$ cat src/rtl/emu_nco_pkg.sv
// emu_nco_pkg: defaults and elaboration-time helpers
// for the multi-channel Doppler NCO.
package emu_nco_pkg;

    localparam int NCO_NCHAN_DEF   = 4;
    localparam int NCO_PHASE_W_DEF = 32;
    localparam int NCO_LUT_AW_DEF  = 6;
    localparam int NCO_OUT_W_DEF   = 6;

    // pi in Q30 fixed point
    localparam longint NCO_PI_Q30 = 64'sd3373259426;

    function automatic int nco_chan_w(input int nchan);
        return (nchan > 1) ? $clog2(nchan) : 1;
    endfunction

    // Taylor series, x in Q30 radians within [0, pi/2]
    function automatic longint nco_sin_q30(input longint x);
        longint x2;
        longint term;
        longint acc;
        x2   = (x * x) >>> 30;
        term = x;
        acc  = x;
        for (int k = 1; k < 10; k++) begin
            term = -(((term * x2) >>> 30) /
                     longint'((2 * k) * (2 * k + 1)));
            acc  = acc + term;
        end
        return acc;
    endfunction

    // Quarter-wave entry T[j], half-step offset, rounded
    function automatic int nco_tab_entry(
        input int j,
        input int lut_aw,
        input int out_w
    );
        longint theta;
        longint amp;
        longint s;
        theta = (NCO_PI_Q30 * longint'(2 * j + 1)) >>> lut_aw;
        amp   = (longint'(1) <<< (out_w - 1)) - 1;
        s     = nco_sin_q30(theta);
        return int'((amp * s + (longint'(1) <<< 29)) >>> 30);
    endfunction

endpackage

$ cat src/rtl/emu_nco_sincos_lut.sv
// emu_nco_sincos_lut: one channel's phase-to-cos/sin path,
// quadrant fold, quarter-wave read and negate over 3 stages.
module emu_nco_sincos_lut
    import emu_nco_pkg::*;
#(
    parameter int PHASE_W = NCO_PHASE_W_DEF,
    parameter int LUT_AW  = NCO_LUT_AW_DEF,
    parameter int OUT_W   = NCO_OUT_W_DEF
) (
    input  logic               clk,
    input  logic               reset,
    input  logic               i_ld,
    input  logic [PHASE_W-1:0] i_phase,
    output logic [OUT_W-1:0]   o_cos,
    output logic [OUT_W-1:0]   o_sin
);

    localparam int QW = LUT_AW - 2;
    localparam int QN = 2 ** QW;
    localparam int TW = OUT_W - 1;

    logic [TW-1:0] w_tab [QN];

    for (genvar j = 0; j < QN; j++) begin : g_tab
        assign w_tab[j] = TW'(nco_tab_entry(j, LUT_AW, OUT_W));
    end

    logic [LUT_AW-1:0] w_n_s;
    logic [LUT_AW-1:0] w_n_c;
    logic              w_unused_lsb;

    assign w_n_s = i_phase[PHASE_W-1 -: LUT_AW];
    assign w_n_c = w_n_s + LUT_AW'(QN);
    assign w_unused_lsb = ^i_phase[PHASE_W-LUT_AW-1:0];

    logic [QW-1:0] r_s_idx;
    logic [QW-1:0] r_c_idx;
    logic          r_s_neg1;
    logic          r_c_neg1;

    // Odd quadrants read the table mirrored: Q-1-j == ~j
    always_ff @(posedge clk) begin
        if (reset) begin
            r_s_idx  <= '0;
            r_c_idx  <= '0;
            r_s_neg1 <= 1'b0;
            r_c_neg1 <= 1'b0;
        end else begin
            r_s_idx  <= w_n_s[LUT_AW-2] ? ~w_n_s[QW-1:0]
                                        :  w_n_s[QW-1:0];
            r_c_idx  <= w_n_c[LUT_AW-2] ? ~w_n_c[QW-1:0]
                                        :  w_n_c[QW-1:0];
            r_s_neg1 <= w_n_s[LUT_AW-1];
            r_c_neg1 <= w_n_c[LUT_AW-1];
        end
    end

    logic [TW-1:0] r_s_mag;
    logic [TW-1:0] r_c_mag;
    logic          r_s_neg2;
    logic          r_c_neg2;

    always_ff @(posedge clk) begin
        if (reset) begin
            r_s_mag  <= '0;
            r_c_mag  <= '0;
            r_s_neg2 <= 1'b0;
            r_c_neg2 <= 1'b0;
        end else begin
            r_s_mag  <= w_tab[r_s_idx];
            r_c_mag  <= w_tab[r_c_idx];
            r_s_neg2 <= r_s_neg1;
            r_c_neg2 <= r_c_neg1;
        end
    end

    logic [OUT_W-1:0] r_sin;
    logic [OUT_W-1:0] r_cos;

    always_ff @(posedge clk) begin
        if (reset) begin
            r_sin <= '0;
            r_cos <= '0;
        end else if (i_ld) begin
            r_sin <= r_s_neg2 ? -{1'b0, r_s_mag} : {1'b0, r_s_mag};
            r_cos <= r_c_neg2 ? -{1'b0, r_c_mag} : {1'b0, r_c_mag};
        end
    end

    assign o_sin = r_sin;
    assign o_cos = r_cos;

endmodule

$ cat src/rtl/emu_mc_doppler_nco.sv
// emu_mc_doppler_nco: NCHAN phase accumulators with per-channel
// frequency/offset config, shared sample strobe and sync.
module emu_mc_doppler_nco
    import emu_nco_pkg::*;
#(
    parameter int NCHAN   = NCO_NCHAN_DEF,
    parameter int PHASE_W = NCO_PHASE_W_DEF,
    parameter int LUT_AW  = NCO_LUT_AW_DEF,
    parameter int OUT_W   = NCO_OUT_W_DEF
) (
    input  logic                         clk,
    input  logic                         reset,
    input  logic                         dv_in,
    input  logic                         sync,
    input  logic                         cfg_we,
    input  logic [nco_chan_w(NCHAN)-1:0] cfg_chan,
    input  logic [PHASE_W-1:0]           cfg_freq,
    input  logic [PHASE_W-1:0]           cfg_poff,
    output logic                         dv_out,
    output logic [NCHAN*OUT_W-1:0]       real_out,
    output logic [NCHAN*OUT_W-1:0]       imag_out
);

    localparam int CW = nco_chan_w(NCHAN);

    logic [PHASE_W-1:0] r_freq  [NCHAN];
    logic [PHASE_W-1:0] r_poff  [NCHAN];
    logic [PHASE_W-1:0] r_acc   [NCHAN];
    logic [PHASE_W-1:0] r_phase [NCHAN];
    logic [PHASE_W-1:0] w_base  [NCHAN];
    logic [PHASE_W-1:0] w_phase [NCHAN];
    logic               w_cfg_ok;
    logic [2:0]         r_vld;
    logic               r_dv_out;

    assign w_cfg_ok = cfg_we && (32'(cfg_chan) < 32'(NCHAN));

    // sync makes the accumulator read as zero for this cycle
    always_comb begin
        for (int c = 0; c < NCHAN; c++) begin
            w_base[c]  = sync ? '0 : r_acc[c];
            w_phase[c] = w_base[c] + r_poff[c];
        end
    end

    always_ff @(posedge clk) begin
        if (reset) begin
            for (int c = 0; c < NCHAN; c++) begin
                r_acc[c]   <= '0;
                r_freq[c]  <= '0;
                r_poff[c]  <= '0;
                r_phase[c] <= '0;
            end
        end else begin
            for (int c = 0; c < NCHAN; c++) begin
                if (dv_in) begin
                    r_acc[c]   <= w_base[c] + r_freq[c];
                    r_phase[c] <= w_phase[c];
                end else if (sync) begin
                    r_acc[c] <= '0;
                end
                if (w_cfg_ok && cfg_chan == CW'(c)) begin
                    r_freq[c] <= cfg_freq;
                    r_poff[c] <= cfg_poff;
                end
            end
        end
    end

    always_ff @(posedge clk) begin
        if (reset) begin
            r_vld    <= '0;
            r_dv_out <= 1'b0;
        end else begin
            r_vld    <= {r_vld[1:0], dv_in};
            r_dv_out <= r_vld[2];
        end
    end

    assign dv_out = r_dv_out;

    for (genvar c = 0; c < NCHAN; c++) begin : g_ch
        emu_nco_sincos_lut #(
            .PHASE_W (PHASE_W),
            .LUT_AW  (LUT_AW),
            .OUT_W   (OUT_W)
        ) u_lut (
            .clk     (clk),
            .reset   (reset),
            .i_ld    (r_vld[2]),
            .i_phase (r_phase[c]),
            .o_cos   (real_out[c*OUT_W +: OUT_W]),
            .o_sin   (imag_out[c*OUT_W +: OUT_W])
        );
    end

endmodule
$ cat config.mk
export PLATFORM = sky130hd
export DESIGN_NAME = emu_mc_doppler_nco
export DESIGN_NICKNAME = d
export VERILOG_FILES = /design/src/rtl/emu_nco_pkg.sv /design/src/rtl/emu_nco_sincos_lut.sv /design/src/rtl/emu_mc_doppler_nco.sv
export SDC_FILE = /design/constraint.sdc
export NUM_CORES = 1
export LEC_CHECK = 0
export BUFFER_PORTS_ARGS = -buffer_cell sky130_fd_sc_hd__buf_2
export CAP_MARGIN = 20
export CORE_MARGIN = 5
export CORE_UTILIZATION = 40
export DETAILED_ROUTE_END_ITERATION = 7
export GPL_TIMING_DRIVEN = 0
export PLACE_DENSITY_LB_ADDON = 0.08
export REMOVE_ABC_BUFFERS = 1
export SLEW_MARGIN = 20
export SYNTH_ARGS = -nofsm -noshare
export SYNTH_HDL_FRONTEND = slang
export SYNTH_HIERARCHICAL = 1
export SYNTH_SLANG_ARGS = --single-unit
$ cat constraint.sdc
create_clock -name clk -period 7.44 [get_ports clk]
set_input_delay 1.116 -clock clk [delete_from_list [all_inputs] [get_ports clk]]
set_output_delay 1.116 -clock clk [all_outputs]
set_load 0.02 [all_outputs]
* Yosys cells after proc, flatten, opt, wreduce, memory -nomap -nowiden
Memory sizes are Yosys's and may differ from the RTL's. A register that Yosys moved wholly into a read port is not among the register bits.
Cells that the tools add are included.
** Storage, ports and cells
- Memories :: 12
- Bits in registers :: 100
- Bits in read-only memories :: 640
- Input port bits :: 71
- Bits in latches :: 0
- Memory bits (writable) :: 512
- Logic and storage cells :: 171
** Memory list
- r_acc :: depth 4, width 32, read ports 4, clocked after Yosys merged registers in 0, write ports 4, line emu_mc_doppler_nco.sv:28 : logic [PHASE_W-1:0] r_acc [NCHAN];
- r_freq :: depth 4, width 32, read ports 4, clocked after Yosys merged registers in 0, write ports 4, line emu_mc_doppler_nco.sv:26 : logic [PHASE_W-1:0] r_freq [NCHAN];
- r_phase :: depth 4, width 32, read ports 4, clocked after Yosys merged registers in 0, write ports 4, line emu_mc_doppler_nco.sv:29 : logic [PHASE_W-1:0] r_phase [NCHAN];
- r_poff :: depth 4, width 32, read ports 4, clocked after Yosys merged registers in 0, write ports 4, line emu_mc_doppler_nco.sv:27 : logic [PHASE_W-1:0] r_poff [NCHAN];
- (no name shown) :: depth 16, width 5, read ports 1, clocked after Yosys merged registers in 1, write ports 0, line emu_nco_sincos_lut.sv:70 : r_s_mag <= w_tab[r_s_idx];
- (no name shown) :: depth 16, width 5, read ports 1, clocked after Yosys merged registers in 1, write ports 0, line emu_nco_sincos_lut.sv:71 : r_c_mag <= w_tab[r_c_idx];
- 6 more memories
** Cells by class
- Magnitude comparators :: 0
- Div/mod/pow operators :: 0
- Muxes and demuxes :: 61
- Bitwise operators :: 36
- Equal/unequal tests :: 3
- Multipliers :: 0
- $add $sub $neg :: 20
- Shift operators :: 0
- Reductions and logical operators :: 5
** Operators with widths (number)
- $mux 32 :: 24
- $add 32x32->32 :: 8
- $mux 6 :: 8
- $neg 5->6 :: 8
- $not 4->5 :: 8
- $mux 4 :: 8
- $not 4->4 :: 8
- $add 6x5->6 const B :: 4
- $mux 1 :: 21
- $or 1x1->1 :: 20
- $eq 2x2->1 const B :: 2
- $logic_and 1x1->1 :: 4
- $eq 2x1->1 const B :: 1
- $logic_not 2->1 :: 1

* Depth between registers and ports, before layout
- Word-level depth :: 6
- Mapped depth :: 24
- Mapped depth without buffers :: 14

* Cells and area by module
Netlist, hierarchy kept.
** Modules (own cells, without submodules)
- emu_mc_doppler_nco :: times used 1, area each 41091.9 um^2, seq. area each 15454.8 um^2, cells each 4703
- emu_nco_sincos_lut (g_ch[2].u_lut ...) :: times used 2, area each 1572.8 um^2, seq. area each 680.7 um^2, cells each 166
- emu_nco_sincos_lut (g_ch[1].u_lut) :: times used 1, area each 1577.8 um^2, seq. area each 680.7 um^2, cells each 165
- emu_nco_sincos_lut (g_ch[0].u_lut) :: times used 1, area each 1576.5 um^2, seq. area each 680.7 um^2, cells each 166

* Worst setup path after synthesis
Ideal clock, no wire load.
- Kind :: input to register
- Start :: in sync
- End :: mem r_acc[2][30] (netlist bit), data pin
- Library setup time :: 266 ps
- Buffers on the path :: 10
- Arrival time :: 5448 ps
- Stages :: 24
- Required time :: 7174 ps
- Setup slack :: 1726 ps
- Path through :: buf_6 > buf_6 > buf_4 > buf_2 > buf_2 > buf_4 > buf_2 > clkbuf_1 > clkbuf_1 > clkbuf_1 > nor2b_1 > ha_1 > ha_1 > a21o_1 > a21o_1 > a31oi_1 > nor4b_1 > a32oi_1 > o2111ai_1 > and3_1 > or2_4 > a31oi_1 > xor2_1 > nor2_1
** RTL lines
- start: declaration :: line emu_mc_doppler_nco.sv:14 : input logic sync,
- end: declaration :: line emu_mc_doppler_nco.sv:28

==> impl.org <==
** Global routing
- The number of global-route vias before repair was 30857.
- In the global route stage, overall resource usage came out at 0.1984.
- Largest net degree at the start of global routing :: 114
- The total overflow left after global routing is 0.
- The initial antenna violation count came to 2.
- The first global-routing pass estimated 178.7 mm of wire.

** STA
- Number of hold-slack violations in the final timing report :: 0
- Worst rel slew slack :: 0.2799
- For the pin with the worst max-slew slack, the measured transition is 1.069 ns.
- The worst path needs 5.922 ns of the cycle, external delays included.
- Final clock period utilization by the worst path :: 0.7960
- Setup repair after global routing missed its margin :: no
- Highest attainable clock frequency :: 168.9 MHz
- Clock Skew :: 0.02638 ns
- For the final routed database, the setup TNS stands at 0 ns.
- Final max-slew violation count :: 0
- Hold_ws :: 0.4316 ns
- Setup violations remaining at the end of the flow were counted as 0.

** Clock network
- The number of setup buffers added after CTS is 0.
- Number of buffers on the longest clock path :: 3
- Counting every sink on the clock net gives 548.
- Hold repair after CTS inserted 0 buffers.
- TritonCTS built the clock tree.
- The root buffer cell chosen for the clock tree is sky130_fd_sc_hd__clkbuf_16.
- TritonCTS created 72 clock buffers.
- The later pin in the worst-skew pair is clocked with a latency of 0.64 ns.
- Clock input transition at the sequential cells of the worst setup and hold paths :: 0.06 ns
- CTS resizes :: 0
- The H-tree was split into 3 levels.

** Power
- Of the total power, registers draw 0.436.
- The internal portion of the total power is 6.387 mW.
- In this run the power spent charging and discharging nets is 2.920 mW.
- Of the total power, the share spent switching nets is 0.3137.
- Power per unit of standard cell area :: 206.6 nW/um^2
- Of the total power, the clock network draws 0.372.
- The share of total power dissipated in combinational logic is 0.192.
- Summed over all cells, the static leakage comes to 16.71 nW.
- Peak supply drop :: 0.1604 mV

** Setup path
- Delay-heaviest family, CP :: compound AO/OA/AOI/OAI gates
- Type of the worst setup path :: in -> reg
- STA puts the critical path data required time at 7.81 ns.
- Following the worst setup path forward leads to its endpoint at r_acc[2][30]$_SDFFCE_PP0P_.
- Top fanout value on the critical path :: 107
- Worst Reg-to-Reg Cells :: 14
- The endpoint identified for the worst register-to-register timing path is r_acc[2][30]$_SDFFCE_PP0P_.
- Number of cells on the critical path :: 17
- The worst setup path is captured at a flop.
- Together, buffers and inverters on the worst path number 3.
- The signal on the critical path passes through buf_8, buf_16, buf_16, nor2b_1, xor2_1, ha_1, a21o_1, a2bb2oi_1, a21oi_1, nor4b_1, a32oi_1, o2111ai_1, and3_1, or2_4, a31oi_1, xor2_1, nor2_1.
- Worst flop-to-flop path startpoint :: r_acc[2][1]$_SDFFCE_PP0P_
- Worst setup path start :: sync
- Master of the slowest instance on the critical path :: sky130_fd_sc_hd__nor4b_1
- Critical Path Max Stage Delay :: 0.84 ns
- At the worst endpoint, the arrival time is 6.30 ns.
- The worst register-to-register path has a setup slack of 2.81 ns.
- The worst setup path is launched from an input pin.

** Floorplanning
- The initial utilization of the core area, before any placement, comes to 0.4023.
- Area of the placeable core :: 103300 um^2
- In this run the count of I/O pins placed on the die edge is 120.
- The initialized floorplan defines 118 standard-cell rows.
- The floorplan step defined a die boundary enclosing 110500 um^2.
- In this run the horizontal extent of the chip is 332.4 um.
- Die height :: 332.4 um

** Placed design
- Port Buf Inserts :: 119
- Final Wtd Congestion :: 0.8465
- In this run the cell area measured after placement is 42720 um^2.
- Post-Place Cells :: 5916
- Detailed placement finished with a half-perimeter wire length of 82.26 mm.

** Min path
- Counting instances, the worst hold path has a depth of 1.
- Class of the most critical hold timing path :: reg -> reg

** Layout
- Fin area :: 45040 um^2
- Final core occ :: 0.4358
- From synthesis to final layout, the design area changed by 8.329%.
- The number of antenna diodes in the final layout is 0.
- Net count of the finished layout :: 4809
- After the flow finishes, the layout carries non-filler instances totaling 6049.
- Share of final-layout standard cells stronger than drive strength 1 :: 0.07282

** Status
- Status :: complete, no violations

** Route
- Number of nets with antenna violations after routing :: 0
- After the first detailed-routing iteration, the DRC count stood at 2559.
- First-pass detailed-route iteration total :: 5
- Vias :: 33360
- Routed length per instance :: 18.85 um
- Remaining DRCs :: 0
- In the routed layout, each cell is associated on average with a via count of 5.515.
- Overall routed net length :: 114.0 mm

** Synth
- Summing every instance area after synthesis gives 41580 um^2.
- Counting every instance in the synthesized netlist gives 4846.
- Yosys warning count :: 6
- In this run the mean area of a mapped cell was 8.580 um^2.

** Flow run
- MaxCap Viol Count :: 0
-- cell type report --
| class | instances | area (um^2) |
|---|---|---|
| tap | 1380 | 1727 |
| sequential | 548 | 15060 |
| timing repair buffer | 154 | 1277 |
| clock inverter | 43 | 405.4 |
| clock buffer | 90 | 1921 |
| multi-input combinational | 3595 | 23750 |
| inverter | 239 | 902.1 |
| fill | 10292 | 58310 |
-- layer usage --
layer | track usage | part of all wire | vias to the layer above
li1 | - | - | 16949
met1 | 0.2652 | 0.45 | 15615
met2 | 0.3385 | 0.48 | 660
met3 | 0.02347 | 0.041 | 136
met4 | 0.06123 | 0.028 | 0
met5 | 0 | 0 | -
-- power groups by stage --
stage,registers (mW),clock network (mW),logic (mW)
4_1_cts,4.06,3.58,1.80
3_3_place_gp,4.14,0,1.75
5_1_grt,4.13,3.70,2.01
6_report,4.06,3.46,1.79
3_5_place_dp,4.12,0,1.79
2_1_floorplan,4.00,0,1.31
-- through the flow --
stage | power [mW] | setup WS [ns]
finish | 9.307 | 1.518
global route | 9.835 | 1.100
CTS | 9.442 | 1.538
detailed placement | 5.910 | 0.8662
global placement | 5.887 | -9.320
floorplan | 5.308 | 1.823
-- worst min path at each step --
stage	from	endpoint	slack [ns]
6_report	g_ch[0].u_lut/r_s_neg1$_SDFF_PP0_	g_ch[0].u_lut/r_s_neg2$_SDFF_PP0_	0.43
3_5_place_dp	g_ch[1].u_lut/r_c_neg1$_SDFF_PP0_	g_ch[1].u_lut/r_c_neg2$_SDFF_PP0_	0.42
3_3_place_gp	g_ch[2].u_lut/r_s_neg1$_SDFF_PP0_	g_ch[2].u_lut/r_s_neg2$_SDFF_PP0_	0.42
5_1_grt	g_ch[2].u_lut/r_c_neg1$_SDFF_PP0_	g_ch[2].u_lut/r_c_neg2$_SDFF_PP0_	0.44
2_1_floorplan	g_ch[0].u_lut/r_c_neg1$_SDFF_PP0_	g_ch[0].u_lut/r_c_neg2$_SDFF_PP0_	0.41
4_1_cts	g_ch[2].u_lut/r_s_neg1$_SDFF_PP0_	g_ch[2].u_lut/r_s_neg2$_SDFF_PP0_	0.43
-- placed cells by master (no fill, tap or decap), types with 22 or more instances in the layout --
cell	instances
sky130_fd_sc_hd__maj3_1	46
sky130_fd_sc_hd__inv_1	236
sky130_fd_sc_hd__xor2_1	194
sky130_fd_sc_hd__a21oi_1	301
sky130_fd_sc_hd__a21o_1	75
sky130_fd_sc_hd__nor2b_1	172
sky130_fd_sc_hd__a31oi_1	239
sky130_fd_sc_hd__xnor2_1	220
sky130_fd_sc_hd__nand2b_1	23
sky130_fd_sc_hd__o21bai_1	43
sky130_fd_sc_hd__a311oi_1	22
sky130_fd_sc_hd__a211oi_1	54
sky130_fd_sc_hd__mux2i_1	31
sky130_fd_sc_hd__nand4_1	24
sky130_fd_sc_hd__and2_1	288
sky130_fd_sc_hd__edfxtp_1	408
sky130_fd_sc_hd__o32ai_1	49
sky130_fd_sc_hd__nor4bb_1	61
sky130_fd_sc_hd__and3_1	24
sky130_fd_sc_hd__o21a_1	23
sky130_fd_sc_hd__ha_1	128
sky130_fd_sc_hd__dfxtp_1	139
sky130_fd_sc_hd__nand3_1	114
sky130_fd_sc_hd__nor2_1	446
sky130_fd_sc_hd__buf_2	117
sky130_fd_sc_hd__nor3_1	49
sky130_fd_sc_hd__o211ai_1	68
sky130_fd_sc_hd__o21ai_0	229
sky130_fd_sc_hd__nor4b_1	57
sky130_fd_sc_hd__nand2_1	248
sky130_fd_sc_hd__o22ai_1	35
sky130_fd_sc_hd__o31ai_1	26
sky130_fd_sc_hd__clkbuf_16	72
-- sequential cells by signal, summed over array words and instances (netlist names), 16 cells and up --
name / count
r_acc: 128
r_freq: 128
r_poff: 128
g_ch.u_lut/o_cos: 24
g_ch.u_lut/o_sin: 24
r_phase: 24
g_ch.u_lut/r_c_mag: 20
g_ch.u_lut/r_s_mag: 20
g_ch.u_lut/r_c_idx: 16
g_ch.u_lut/r_s_idx: 16
Power figures use the tool's default switching activity.
